File: src/rtl/clk_en_scheduler.sv
// Clock-enable scheduler: one-cycle ce pulses at programmable ratios of clk, with glitch-free start/drain-stop.
// Optional TOGGLE_OUT_EN adds clk_out, a 50%-duty square wave per channel for observation or forwarding.
module clk_en_scheduler #(
    parameter int NCH  = 3,
    parameter int DIVW = 8
) (
    input  logic                                   clk,
    input  logic                                   rst,
    input  logic                                   cfg_valid,
    output logic                                   cfg_ready,
    input  logic [((NCH > 1) ? $clog2(NCH) : 1)-1:0] cfg_ch,
    input  logic [DIVW-1:0]                        cfg_div,
    input  logic                                   start,
    input  logic                                   stop,
    output logic                                   busy,
`ifdef TOGGLE_OUT_EN
    output logic [NCH-1:0]                         ce,
    output logic [NCH-1:0]                         clk_out
`else
    output logic [NCH-1:0]                         ce
`endif
);

    localparam logic [DIVW-1:0] ONE = {{(DIVW-1){1'b0}}, 1'b1};

    typedef enum logic [1:0] {IDLE, RUN, STOP} state_t;

    state_t          state, state_nxt;
    logic [DIVW-1:0] div     [NCH];
    logic [DIVW-1:0] div_eff [NCH];
    logic [DIVW-1:0] cnt     [NCH];
    logic [DIVW-1:0] cnt_nxt [NCH];
    logic [NCH-1:0]  ce_nxt;
    logic [NCH-1:0]  done;
    logic [NCH-1:0]  drained;
    logic            cfg_fire;

    assign cfg_ready = (state == IDLE);
    assign cfg_fire  = cfg_valid & cfg_ready;

    // A write in the same IDLE cycle as start must already shape the first RUN cycle,
    // so the scheduling logic looks at the ratio as it will be after this edge.
    always_comb begin
        for (int i = 0; i < NCH; i++) begin
            div_eff[i] = div[i];
            if (cfg_fire && (int'(cfg_ch) == i))
                div_eff[i] = cfg_div;
        end
    end

    always_comb begin
        for (int i = 0; i < NCH; i++)
            drained[i] = (div[i] == '0) | done[i] | ce[i];
    end

    always_comb begin
        state_nxt = state;
        case (state)
            IDLE:    if (start)     state_nxt = RUN;
            RUN:     if (stop)      state_nxt = STOP;
            STOP:    if (&drained)  state_nxt = IDLE;
            default:                state_nxt = IDLE;
        endcase
    end

    // Counter value for the coming cycle; ce is registered, so it is decoded from cnt_nxt.
    // In STOP a channel that has fired (now or earlier) is masked until IDLE.
    always_comb begin
        for (int i = 0; i < NCH; i++) begin
            cnt_nxt[i] = '0;
            ce_nxt[i]  = 1'b0;
            if ((state != IDLE) && (state_nxt != IDLE)) begin
                if ((div[i] == '0) || (cnt[i] == div[i] - ONE))
                    cnt_nxt[i] = '0;
                else
                    cnt_nxt[i] = cnt[i] + ONE;
            end
            if ((state_nxt != IDLE) && (div_eff[i] != '0) &&
                (cnt_nxt[i] == div_eff[i] - ONE) &&
                !((state == STOP) && (done[i] | ce[i])))
                ce_nxt[i] = 1'b1;
        end
    end

    always_ff @(posedge clk or posedge rst) begin
        if (rst) begin
            state <= IDLE;
            busy  <= 1'b0;
            ce    <= '0;
            done  <= '0;
            for (int i = 0; i < NCH; i++) begin
                div[i] <= '0;
                cnt[i] <= '0;
            end
        end else begin
            state <= state_nxt;
            busy  <= (state_nxt != IDLE);
            ce    <= ce_nxt;
            done  <= (state == STOP) ? (done | ce) : '0;
            for (int i = 0; i < NCH; i++) begin
                div[i] <= div_eff[i];
                cnt[i] <= cnt_nxt[i];
            end
        end
    end

`ifdef TOGGLE_OUT_EN
    always_ff @(posedge clk or posedge rst) begin
        if (rst)
            clk_out <= '0;
        else if (state_nxt == IDLE)
            clk_out <= '0;
        else
            clk_out <= clk_out ^ ce;
    end
`endif

endmodule
File: config.mk
export PLATFORM = sky130hd
export DESIGN_NAME = clk_en_scheduler
export DESIGN_NICKNAME = d
export VERILOG_FILES = /design/src/rtl/clk_en_scheduler.sv
export SDC_FILE = /design/constraint.sdc
export NUM_CORES = 1
export LEC_CHECK = 0
export ABC_CLOCK_PERIOD_IN_PS = 4200
export CAP_MARGIN = 20
export CORE_MARGIN = 5
export CORE_UTILIZATION = 55
export DETAILED_ROUTE_END_ITERATION = 12
export GPL_TIMING_DRIVEN = 0
export PLACE_DENSITY = 0.78
export SLEW_MARGIN = 15
export SYNTH_ARGS = -nofsm -noshare
export SYNTH_HDL_FRONTEND = slang
export SYNTH_SLANG_ARGS = --single-unit
File: constraint.sdc
create_clock -name clk -period 4.2 [get_ports clk]
set_input_delay 0.42 -clock clk [delete_from_list [all_inputs] [get_ports clk]]
set_output_delay 0.42 -clock clk [all_outputs]
set_load 0.05 [all_outputs]
==> impl_metrics.json <==
{
  "status": "finished clean",
  "synth_edf_count": 0,
  "ys_ff_latch": 57,
  "fin_setup_tns_ns": 0,
  "p_leak_nw": 2.21,
  "ios": 20,
  "clkLatencyLatePin_ns": 0.34,
  "cpPeakStageDelay_ns": 0.63,
  "hpwl_um": 8280,
  "yosys.area_share.simple": 0.250,
  "worst-slew-pin-transition_ns": 0.775,
  "cp_slowest_cell": "or4b_1",
  "finalNetCount": 549,
  "synth_cells": 493,
  "fin_cells": 629,
  "path_class": "in -> reg",
  "p_int_mw": 2.09,
  "area_growth_pct": 11.6,
  "grt_pass1_wl_um": 18700,
  "route.detailed.drc": 0,
  "ctsHoldBuffers": 0,
  "cp.depth": 16,
  "layout_min_cycle_time_ns": 3.88,
  "utilization": 0.631,
  "synth_xor_area_frac": 0.138,
  "drt_pass1_iterations": 6,
  "htree_levels": 3,
  "die_h_um": 99.1,
  "cts_tree": "done",
  "synth_top_family_by_area": "simple AND/OR/NAND/NOR gates",
  "yosysSeqAreaShare": 0.327,
  "timing.hold.ws_ns": 0.568,
  "synth.distinct_cells": 71,
  "synth_area_leaders": "dfrtp_1 (33%), xnor2_1 (7.0%), xor2_1 (6.8%), mux2i_1 (3.7%), ha_1 (3.4%)",
  "arrival_ns": 4.12,
  "fin_crit_sh": 0.923,
  "grt_max_degree": 58,
  "max-vdd-ir-drop_mv": 0.385,
  "dieWidth_um": 99.1,
  "grt_usage": 0.236,
  "combinationalPowerShare": 0.642,
  "cts_made_buffers": 9,
  "switchingPower_mw": 1.98,
  "synth_common_cells": "dfrtp_1 (57), nor2_1 (40), xnor2_1 (35)",
  "syn-num-nets": 520,
  "ant_nets": 0,
  "ys.flop_type": "dfrtp_1",
  "syn_area_per_cell_um2": 8.85,
  "clockRootBuffer": "clkbuf_8",
  "gp_congestion": 0.861,
  "first_iter_violations": 317,
  "start_kind": "input pin",
  "wl_um": 11000,
  "place_inst": 612,
  "crit_fanout": 10,
  "viasPerCell": 6.12,
  "dieArea_um2": 9820,
  "crit_required_ns": 4.44,
  "rr_worst_depth": 16,
  "ys_warn_count": 0,
  "path_buf_inv": 4,
  "finalSetupViolCount": 0,
  "io_buffers": 17,
  "layout-drive-gt1-share": 0.104,
  "clockBufferDepth": 2,
  "synth.top_cell.area_share": 0.327,
  "synth_top_area_cell": "dfrtp_1",
  "numClockSinks": 57,
  "synth.most_common_cell": "dfrtp_1",
  "antenna_found_initial": 0,
  "cp_top_family": "simple AND/OR/NAND/NOR gates",
  "pwr-share-clk": 0.120,
  "max-slew-margin-rel": 0.470,
  "min-delay-path-class": "in -> async",
  "finalInstanceArea_um2": 4870,
  "path_cells": "clkdlybuf4s50_1 -> or4b_1 -> nor2_1 -> buf_2 -> clkbuf_2 -> nand2_1 -> o21ai_1 -> inv_1 -> ha_1 -> nand4_1 -> o21ai_0 -> xnor2_2 -> xor2_1 -> o41ai_1 -> nor3_1 -> nor4_2",
  "path_clk_slew_ns": 0.07,
  "max_freq_mhz": 258,
  "diodes": 0,
  "rows": 32,
  "drv_cap": 0,
  "synthMuxAreaShare": 0.0651,
  "switching_share": 0.486,
  "n_fill_cell": 639,
  "p_seq_frac": 0.238,
  "syn-cell-area_um2": 4370,
  "finClkSkew_ns": 0.00542,
  "design.core.area_um2": 7730,
  "grt_pass1_vias": 3877,
  "final_max_slew_viol_count": 0,
  "hold_viol_final": 0,
  "synth_fa_ha_area_frac": 0.0344,
  "wl_per_cell_um": 17.5,
  "synth_compound_area_frac": 0.137,
  "start_util": 0.565,
  "powerDensity_nw_per_um2": 836,
  "via_count": 3849,
  "rsz0062_at_grt": "no",
  "grt-ovfl-total": 0,
  "place_area_um2": 4670,
  "end_kind": "flip-flop",
  "synthArstFlopShare": 1.00
}
cell families (layout without fill, tap and decap cells):
kind of cell	Yosys count	after routing
compound gates	80	80
xor+xnor	69	69
fa+ha+maj	12	12
buf+inv	52	86
flops	57	57
mux	27	27
simple gates	196	196
sequential cells by signal, indices dropped and copies added, names as in the netlist:
signal	flops
cnt	24
busy	1
ce	3
state	2
done	3
div	24
cell type report:
type	instances	area (um2)	area share
Buffer	19	86.3	0.0177
Clock buffer	11	151	0.0311
Clock inverter	5	40.0	0.00822
Inverter	33	126	0.0259
Multi-Input combinational cell	384	2740	0.562
Sequential cell	57	1430	0.293
Tap cell	102	128	0.0262
Timing Repair Buffer	18	178	0.0365
power by group through the flow:
| stage | sequential, mW | clock [mW] | combinational (mW) |
|---|---|---|---|
| final | 0.969 | 0.490 | 2.61 |
| after global routing | 0.993 | 0.521 | 2.87 |
| after CTS | 0.959 | 0.494 | 2.57 |
| after detailed placement | 0.969 | 0 | 2.55 |
| after global placement | 0.959 | 0 | 2.45 |
| after floorplan | 0.927 | 0 | 2.02 |
layer usage:
metal / part of all wire / GRT usage / up-vias
met1: 0.44 / 0.316 / 1870
met5: 0 / 0 / -
met3: 0.050 / 0.0386 / 31
met2: 0.47 / 0.373 / 124
met4: 0.035 / 0.110 / 0
li1: - / - / 1824
what timing repair did:
action / in CTS / in global routing
endpoints found under the setup margin: 0 / 1
resized for setup: 0 / 3
buffers inserted: 0 / 1
final timing paths:
path / from / to / slack (ns)
worst max-delay path: cfg_ch[1] / ce[0] / 0.32
worst min-delay path: rst / cnt[7] / 0.57
worst max register to register: state[0] / ce[0] / 0.37
worst min register to register: done[0] / done[0] / 0.59
max in group asynchronous: rst / div[15] / 3.15
min in group clk: done[0] / done[0] / 0.59
layout by cell type (no fill, tap or decap), types with 13 or more instances in the layout:
cell type and instances:
nor3_1 18, dfrtp_1 57, nor2_1 40, and3_1 13, nand3_1 24, xnor2_1 34
inv_1 32, mux2i_1 16, xor2_1 34, a21oi_1 13, nand2_1 25, clkdlybuf4s50_1 17
worst register-to-register path, delay by kind of cell, from the launching register on:
family | cells | cell delay [ns]
fa+ha+maj | 1 | 0.28
xor+xnor | 2 | 0.37
buf+inv | 4 | 0.86
simple gates | 6 | 1.17
compound gates | 3 | 0.68
flops | 1 | 0.37
stage by stage:
step                setup WS [ns]  power [mW]
finish                      0.322        4.07
CTS                         0.152        4.02
floorplan                   0.699        2.95
global placement           -0.104        3.41
detailed placement         -0.145        3.52
global route               0.0169        4.39
No activity file was read; power rests on OpenSTA's default activity.
